--- config.mk ---
export PLATFORM = sky130hd
export DESIGN_NAME = add8_err_monitor
export DESIGN_NICKNAME = d
export VERILOG_FILES = /design/src/rtl/add8_err_monitor.sv
export SDC_FILE = /design/constraint.sdc
export NUM_CORES = 1
export LEC_CHECK = 0
export ABC_AREA = 1
export ABC_CLOCK_PERIOD_IN_PS = 7400
export CORE_UTILIZATION = 57
export DETAILED_ROUTE_END_ITERATION = 16
export PLACE_DENSITY = 0.82
export SLEW_MARGIN = 15
export SYNTH_ARGS = -nofsm -noshare
export SYNTH_HDL_FRONTEND = slang
export SYNTH_SLANG_ARGS = --single-unit
--- constraint.sdc ---
create_clock -name clk -period 7.4 [get_ports clk]
set_input_delay 0.74 -clock clk [delete_from_list [all_inputs] [get_ports clk]]
set_output_delay 0.74 -clock clk [all_outputs]
set_load 0.01 [all_outputs]
--- src/rtl/add8_err_monitor.sv ---
// rtl/add8_err_monitor.sv - error-statistics monitor for an approximate 8-bit adder
module add8_err_monitor #(
    parameter int CNT_W = 16,
    parameter int ACC_W = CNT_W + 9
) (
    input  logic             clk,
    input  logic             rst_n,
    input  logic             start,
    input  logic             in_valid,
    output logic             in_ready,
    input  logic [7:0]       A,
    input  logic [7:0]       B,
    input  logic [8:0]       O,
    input  logic             last,
    output logic             busy,
    output logic             done,
    output logic [CNT_W-1:0] sample_cnt,
    output logic [CNT_W-1:0] err_cnt,
    output logic [ACC_W-1:0] abs_err_sum,
    output logic [ACC_W:0]   err_sum,
    output logic [8:0]       wce
);

    typedef enum logic [1:0] {
        S_IDLE  = 2'd0,
        S_RUN   = 2'd1,
        S_DRAIN = 2'd2,
        S_DONE  = 2'd3
    } state_t;

    state_t state_q, state_d;
    logic   drain_q, drain_d;
    logic   accept;

    // start wins over a same-cycle handshake, so the presented sample is dropped
    assign accept = in_valid && (state_q == S_RUN) && !start;

    always_ff @(posedge clk or negedge rst_n) begin
        if (!rst_n) begin
            state_q <= S_IDLE;
            drain_q <= 1'b0;
        end else begin
            state_q <= state_d;
            drain_q <= drain_d;
        end
    end

    always_comb begin
        state_d  = state_q;
        drain_d  = drain_q;
        in_ready = 1'b0;
        busy     = 1'b0;
        done     = 1'b0;
        case (state_q)
            S_IDLE: begin
            end
            S_RUN: begin
                in_ready = 1'b1;
                busy     = 1'b1;
                if (accept && last) begin
                    state_d = S_DRAIN;
                    drain_d = 1'b0;
                end
            end
            S_DRAIN: begin
                busy = 1'b1;
                if (drain_q) begin
                    state_d = S_DONE;
                end else begin
                    drain_d = 1'b1;
                end
            end
            S_DONE: begin
                done = 1'b1;
            end
            default: begin
                state_d = S_IDLE;
            end
        endcase
        if (start) begin
            state_d = S_RUN;
            drain_d = 1'b0;
        end
    end

    logic       cap_vld_q;
    logic [7:0] cap_a_q;
    logic [7:0] cap_b_q;
    logic [8:0] cap_o_q;

    always_ff @(posedge clk or negedge rst_n) begin
        if (!rst_n) begin
            cap_vld_q <= 1'b0;
            cap_a_q   <= 8'd0;
            cap_b_q   <= 8'd0;
            cap_o_q   <= 9'd0;
        end else begin
            cap_vld_q <= accept;
            if (accept) begin
                cap_a_q <= A;
                cap_b_q <= B;
                cap_o_q <= O;
            end
        end
    end

    logic [8:0] exact_d;
    logic [9:0] diff_d;
    logic [8:0] absd_d;

    always_comb begin
        exact_d = {1'b0, cap_a_q} + {1'b0, cap_b_q};
        diff_d  = {1'b0, cap_o_q} - {1'b0, exact_d};
        // magnitude fits 9 bits: the most negative difference is -510
        absd_d  = diff_d[9] ? (~diff_d[8:0] + 9'd1) : diff_d[8:0];
    end

    logic       s1_vld_q;
    logic [9:0] s1_diff_q;
    logic [8:0] s1_absd_q;

    always_ff @(posedge clk or negedge rst_n) begin
        if (!rst_n) begin
            s1_vld_q  <= 1'b0;
            s1_diff_q <= 10'd0;
            s1_absd_q <= 9'd0;
        end else begin
            s1_vld_q <= cap_vld_q && !start;
            if (cap_vld_q) begin
                s1_diff_q <= diff_d;
                s1_absd_q <= absd_d;
            end
        end
    end

    logic [CNT_W-1:0] sample_cnt_q, sample_cnt_d;
    logic [CNT_W-1:0] err_cnt_q, err_cnt_d;
    logic [ACC_W-1:0] abs_sum_q, abs_sum_d;
    logic [ACC_W:0]   err_sum_q, err_sum_d;
    logic [8:0]       wce_q, wce_d;
    logic [ACC_W:0]   abs_sum_w;
    logic [ACC_W+1:0] err_sum_w;
    logic             mis;

    assign mis = |s1_diff_q;

    always_comb begin
        sample_cnt_d = sample_cnt_q;
        err_cnt_d    = err_cnt_q;
        abs_sum_d    = abs_sum_q;
        err_sum_d    = err_sum_q;
        wce_d        = wce_q;
        abs_sum_w    = {1'b0, abs_sum_q} + {{(ACC_W-8){1'b0}}, s1_absd_q};
        err_sum_w    = {err_sum_q[ACC_W], err_sum_q} + {{(ACC_W-8){s1_diff_q[9]}}, s1_diff_q};
        if (start) begin
            sample_cnt_d = '0;
            err_cnt_d    = '0;
            abs_sum_d    = '0;
            err_sum_d    = '0;
            wce_d        = '0;
        end else if (s1_vld_q) begin
            if (sample_cnt_q != {CNT_W{1'b1}}) begin
                sample_cnt_d = sample_cnt_q + CNT_W'(1);
            end
            if (mis && (err_cnt_q != {CNT_W{1'b1}})) begin
                err_cnt_d = err_cnt_q + CNT_W'(1);
            end
            abs_sum_d = abs_sum_w[ACC_W] ? {ACC_W{1'b1}} : abs_sum_w[ACC_W-1:0];
            // signed overflow shows as disagreement between the two top bits
            if (err_sum_w[ACC_W+1] != err_sum_w[ACC_W]) begin
                err_sum_d = err_sum_w[ACC_W+1] ? {1'b1, {ACC_W{1'b0}}} : {1'b0, {ACC_W{1'b1}}};
            end else begin
                err_sum_d = err_sum_w[ACC_W:0];
            end
            if (s1_absd_q > wce_q) begin
                wce_d = s1_absd_q;
            end
        end
    end

    always_ff @(posedge clk or negedge rst_n) begin
        if (!rst_n) begin
            sample_cnt_q <= '0;
            err_cnt_q    <= '0;
            abs_sum_q    <= '0;
            err_sum_q    <= '0;
            wce_q        <= '0;
        end else begin
            sample_cnt_q <= sample_cnt_d;
            err_cnt_q    <= err_cnt_d;
            abs_sum_q    <= abs_sum_d;
            err_sum_q    <= err_sum_d;
            wce_q        <= wce_d;
        end
    end

    assign sample_cnt  = sample_cnt_q;
    assign err_cnt     = err_cnt_q;
    assign abs_err_sum = abs_sum_q;
    assign err_sum     = err_sum_q;
    assign wce         = wce_q;

endmodule

[Word level (Yosys, flattened, before mapping)]
Cells that the tools add are included.
Storage, ports and cells
  flip-flop bits (word level): 141
  word-level logic and storage cells: 76
Cells by class
  reductions and logical operators: 18
  order comparisons: 1
  add/subtract/negate cells: 7
  bitwise logic cells: 1
  mux-type cells: 27
  eq/ne operators: 8
Operators with widths (count)
  2-to-1 mux 26 bit: 4
  2-to-1 mux 16 bit: 6
  2-to-1 mux 25 bit: 3
  2-to-1 mux 9 bit: 4
  adder 16 x 1 -> 16 bit, second input constant: 2
  inequality test 16 bit, second input constant: 2
  adder 26 x 10 -> 27 bit: 1
  adder 25 x 9 -> 26 bit: 1
  OR reduction 10 bit: 1
  subtractor 9 x 9 -> 10 bit: 1
  adder 8 x 8 -> 9 bit: 1
  adder 9 x 1 -> 9 bit, second input constant: 1
  greater-than comparator 9 bit: 1
  inverter 9 bit: 1
  AND reduction 2 bit: 4
  nonzero test 2 bit: 4
  2-to-1 mux 2 bit: 3
  logical AND 1 bit: 5
  2-to-1 mux 1 bit: 5
  equality test 2 bit, second input constant: 2
  case mux 2 bit (2 select lines): 1
  inequality test 3 x 2 -> 1 bit, second input constant: 1
  inequality test 3 bit, second input constant: 1
  AND reduction 3 bit: 1
  other kinds (6): 6

[Longest topological paths before layout]
  depth in word-level cells: 7
  mapped depth: 17

[Worst setup path after synthesis]
Ideal clock, no wire load.
  path type: register to register
  start point: register cap_b_q[2]
  end point: register s1_absd_q[6]
  data arrival time: 2.259 ns
  data required time: 7.280 ns
  library setup time: 0.120 ns
  stages on the path, launching flop included: 12
  path buffers: 0
  setup slack: 5.021 ns
  path through: dfrtp_1 > inv_1 > fa_1 > ha_1 > a21oi_1 > nor2_1 > o21ai_0 > nand3_1 > nor2_1 > nand2_1 > o21ai_0 > inv_1
On the way
  longest elaborated chain between the ends: 5
RTL lines
  start, declared: line 88  | logic [7:0] cap_b_q;
  start signal, assigned: line 95  | cap_b_q <= 8'd0;
  start signal, assigned: line 101  | cap_b_q <= B;
  adder 8 x 8 -> 9 bit *: line 112  | exact_d = {1'b0, cap_a_q} + {1'b0, cap_b_q};
  subtractor 9 x 9 -> 10 bit *: line 113  | diff_d = {1'b0, cap_o_q} - {1'b0, exact_d};
  inverter 9 bit: line 115  | absd_d = diff_d[9] ? (~diff_d[8:0] + 9'd1) : diff_d[8:0];
  adder 9 x 1 -> 9 bit: line 115
  2-to-1 mux 9 bit *: line 115
  end signal, assigned: line 131  | s1_absd_q <= absd_d;
  end, declared: line 120  | logic [8:0] s1_absd_q;
Mark *: on every way between the ends. The rest lies on a longest branch, timed or not.
A chain may end at the register's enable or synchronous reset.

[Final worst setup path]
  start point: register s1_diff_q[9]
  end point: register err_sum_q[4], in the netlist err_sum[4]
On the way
  longest elaborated chain between the ends: 5
  elaborated cells on any way between the ends: 6
  classes of those cells: 1 x add/sub; 1 x eq/ne; 4 x mux
RTL lines
  start, declared: line 119  | logic [9:0] s1_diff_q;
  start signal, assigned: line 130  | s1_diff_q <= diff_d;
  adder 26 x 10 -> 27 bit *: line 154  | err_sum_w = {err_sum_q[ACC_W], err_sum_q} + {{(ACC_W-8){s1_diff_q[9]}}, s1_diff_q};
  2-to-1 mux 26 bit / inequality test 1 bit (equally long branches): line 171, 170
  2-to-1 mux 26 bit *: line 170  | if (err_sum_w[ACC_W+1] != err_sum_w[ACC_W]) begin
  2-to-1 mux 26 bit *: line 161  | end else if (s1_vld_q) begin
  2-to-1 mux 26 bit *: line 155  | if (start) begin
  end signal, assigned: line 192  | err_sum_q <= err_sum_d;
  end, declared: line 139  | logic [ACC_W:0] err_sum_q, err_sum_d;
Mark *: on every way between the ends. The rest lies on a longest branch, timed or not. The select of a mux whose other input is x is not followed.

==> reports/summary.md <==
The flow ran to the end, and the final reports show no timing, DRC or antenna violations. In this run the static leakage power is 5.99 nW. At the pin with the least slew margin, the transition time is 0.976 ns. When the netlist entered floorplanning its net count stood at 1482. The upper clock frequency limit is 0.333 GHz, and the pin count of the biggest net entering global routing is 82.

By area the synthesized netlist is led by dfrtp_1 35%, nand2_1 17%, ha_1 7.6%, inv_1 6.0%, nand3_1 5.6%. The most numerous cell on the critical path is nand2_1. The number of clock buffers added by TritonCTS is 17. Across the run, the number of max-cap violations was 0.

The run gives 0 as the final hold violation count. Counting along the longest clock path gives a buffer depth of 2. Once the floorplan was initialized, standard cells occupied 58.1% of the core.

STA puts the critical path data required time at 7.77 ns. The critical path in this run is classified as flop to flop. The mapped netlist covers 0.00998 mm². The tools report the number of placed I/O pins as 125.

Library cell used as clock root buffer: clkbuf_16. Average wire per cell in the routed design: 14.3 µm. The worst setup path is launched from a flop. Global routing finished with a remaining overflow of 0.

Once detail routing completed, the nets flagged for antenna violations numbered 0. Once routing completed, OpenROAD measured the worst setup slack at 4.40 ns. Cells fill 69.7% of the core in the end. The run gives 34.9% as the worst relative slew slack.

Using the TritonRoute via totals, the vias-per-cell ratio works out to 5.50. The total count of max-transition violations in the final report was 0. The clock period could shrink to 3.00 ns.

Clock tree synthesis found a total of 140 sinks. Across the whole layout, storage elements account for 0.00350 mm². The largest individual stage delay along the critical path comes from the cell dfrtp_1. The worst hold path belongs to the class input port to asynchronous set/reset pin. Detailed placement ended at an HPWL of 17800 µm.

Summing over every cut layer, the via total after detailed routing is 9544. The post-CTS clock slew at the launch and capture registers of the worst setup and hold paths was 0.06 ns; the floorplan die height was 134 µm. For this run, the leading register cell type out of synthesis is dfrtp_1. The design draws 4.21 mW. After synthesis the netlist holds a flip-flop and latch count of 140.

Setup total negative slack on the finished layout was measured at 0 ns. The logs give 5 for the number of search-and-repair iterations in the first detailed-routing pass and 0 for the DRC violation count after routing. The tools report the core outline area as 0.0172 mm². The count of buffers added on input and output ports is 124.

Of all nets on the critical path, the largest fanout is 25. The iteration-0 DRC count of the detailed router is 803, and the number of warnings printed during yosys synthesis is 0. The die is 134 µm wide.

The per-instance average area after synthesis was 7.23 µm². The overall fraction of global-route tracks in use came out at 28.5%. In the synthesized netlist, the cells that appear most often are 462 x nand2_1, 159 x inv_1, 140 x dfrtp_1. The initial antenna violation count is 0. Broken down by cell family, the worst path's largest delay share belongs to simple AND/OR/NAND/NOR gates.

Summing the sequential cell areas from Yosys gives 35.1% of the chip area. For this run, asynchronously set or reset flops after synthesis account for 100%. Wires add up to 24900 µm.

TritonCTS built the clock tree. In the final layout, the multi-input gates occupy 0.00569 mm². Data on the critical path arrives at its endpoint at 3.37 ns. Setup violations remaining at the end of the flow were counted as 0. From synthesis to final layout, the design area changed by 19.9%. The number of different library cells used by synthesis comes to 48. Before CTS, the worst setup slack after placement is 4.05 ns.

Clock latency on the worst-skew pair, taken at its later pin, is 0.43 ns. The number of buffers and inverters on the critical path is 1. The gate count of the mapped netlist is 1381, and the fraction of final layout cells with drive strength greater than 1 is 5.89%. Summing all non-filler instances in the final layout gives an area of 0.0120 mm².

The most instantiated library cell after synthesis is nand2_1. The largest total area in the synthesized netlist belongs to dfrtp_1. In this run, synthesis inferred 0 flip-flops with an integrated enable.

The final setup skew was 0.00678 ns; the total cell area at the placement stage was 0.0114 mm². The die area was 0.0180 mm²; the wire length of the first global-routing pass was 41500 µm. The net count of the finished layout is 1598. The signal on the critical path passes through ha_1, nand2_2, inv_1, a21oi_2, nand3_2, nand2_1, nand3_1, nand2_1, nand2_2, a21oi_4, nand2_1, nand2_1. The floorplan has 48 rows. Routability-driven placement finished with a final weighted congestion of 0.975.

For this design, the CTS-stage hold fixing added 0 buffers. CTS built an H-tree with a depth of 4. The power per cell area was 352 mW/mm²; the count of buffers added by post-CTS timing repair for setup was 0. The filler cells instantiated in the layout total 1464. Portion of the clock cycle consumed by the worst path in the final layout: 40.6%.

Post-CTS repair changed the size of 0 cells. Setup repair after global routing left no endpoint under its margin. The number of antenna diodes in the final layout is 0. The maximum ir drop on the vdd rail was 272 µV.

The share of the synthesized area in the top cell type was 35.1%. The highest cell delay on the worst timing path works out to 0.79 ns. The kind of end point of the critical path is a flop. The run gives 8805 as the number of global-route vias before repair.
[kinds of logic (layout without fill, tap and decap cells)]
group	after synthesis	in the layout	share of synthesized area (%)
compound gates	164	164	10.1
xor+xnor	46	46	4.04
fa+ha+maj	71	71	9.65
buf+inv	193	322	7.93
flops	140	140	35.1
simple gates	767	767	33.2
[stage by stage]
stage	cells	hold slack (ns)
5_1_grt	1735	0.395
3_3_place_gp	1703	0.471
2_1_floorplan	1381	0.444
3_5_place_dp	1703	0.478
4_1_cts	1735	0.377
6_report	1735	0.338
[sequential cells by signal (all words and copies together), names as in the netlist]
register / flops
drain_q: 1
s1_vld_q: 1
state_q: 2
cap_vld_q: 1
wce: 9
err_cnt: 16
s1_absd_q: 8
cap_o_q: 9
abs_err_sum: 25
cap_a_q: 8
s1_diff_q: 10
err_sum: 26
cap_b_q: 8
sample_cnt: 16
[cell usage in the layout, fill, tap and decap left out, types with 4 or more instances in the layout]
| cell | synthesis | layout |
|---|---|---|
| a21o_1 | 6 | 6 |
| a21oi_1 | 44 | 44 |
| a31oi_1 | 7 | 7 |
| buf_4 | 2 | 4 |
| clkbuf_16 | 0 | 17 |
| clkdlybuf4s50_1 | 0 | 123 |
| clkinv_4 | 0 | 4 |
| dfrtp_1 | 140 | 140 |
| fa_1 | 10 | 10 |
| ha_1 | 61 | 61 |
| inv_1 | 159 | 159 |
| inv_6 | 0 | 4 |
| nand2_1 | 462 | 462 |
| nand2_2 | 12 | 12 |
| nand3_1 | 111 | 111 |
| nand3_2 | 5 | 5 |
| nand4_1 | 43 | 43 |
| nor2_1 | 84 | 83 |
| nor2_2 | 7 | 8 |
| nor3_1 | 19 | 19 |
| nor4_1 | 8 | 8 |
| o211ai_1 | 5 | 5 |
| o21ai_0 | 58 | 58 |
| o21ai_1 | 8 | 8 |
| o21ai_2 | 8 | 8 |
| o21bai_1 | 6 | 6 |
| o31ai_1 | 7 | 7 |
| xnor2_1 | 24 | 24 |
| xor2_1 | 22 | 22 |
[area by class of cell]
class	instances	area share [%]
Multi-Input combinational cell	1048	47.5
Clock buffer	18	3.59
Clock inverter	14	1.54
Tap cell	225	2.35
Inverter	162	5.08
Sequential cell	140	29.3
Timing Repair Buffer	128	10.6
[worst reg2reg max path, stage by stage (launching register included)]
cell	delay, ns
dfrtp_1	0.79
ha_1	0.43
nand2_2	0.13
inv_1	0.05
a21oi_2	0.18
nand3_2	0.18
nand2_1	0.13
nand3_1	0.07
nand2_1	0.07
nand2_2	0.09
a21oi_4	0.60
nand2_1	0.14
nand2_1	0.08
[layer usage]
layer  global-route usage, %  share of wire (%)  up-vias
met5                       0                  0        -
met2                    48.7                 49      260
met3                    4.42                4.2       35
met4                    8.05                1.6        0
met1                    37.5                 45     4494
li1                        -                  -     4755
[worst paths after layout]
kind,slack (ns),cells after the start,end,startpoint
max,4.40,12,err_sum[4]$_DFFE_PN0P_,s1_diff_q[9]$_DFFE_PN0P_
min in group clk,0.49,2,drain_q$_DFFE_PN0P_,drain_q$_DFFE_PN0P_
max in group asynchronous,5.75,2,cap_b_q[3]$_DFFE_PN0P_,rst_n
min,0.34,1,err_sum[18]$_DFFE_PN0P_,rst_n
max reg2reg,4.40,12,err_sum[4]$_DFFE_PN0P_,s1_diff_q[9]$_DFFE_PN0P_
min reg2reg,0.49,2,drain_q$_DFFE_PN0P_,drain_q$_DFFE_PN0P_
[where the power goes]
part	total (mW)	switching [mW]	internal, mW
clock	0.903	0.365	0.538
sequential	1.05	0.144	0.907
combinational	2.26	1.44	0.821
Note: power is estimated with default switching activity, not from simulation.
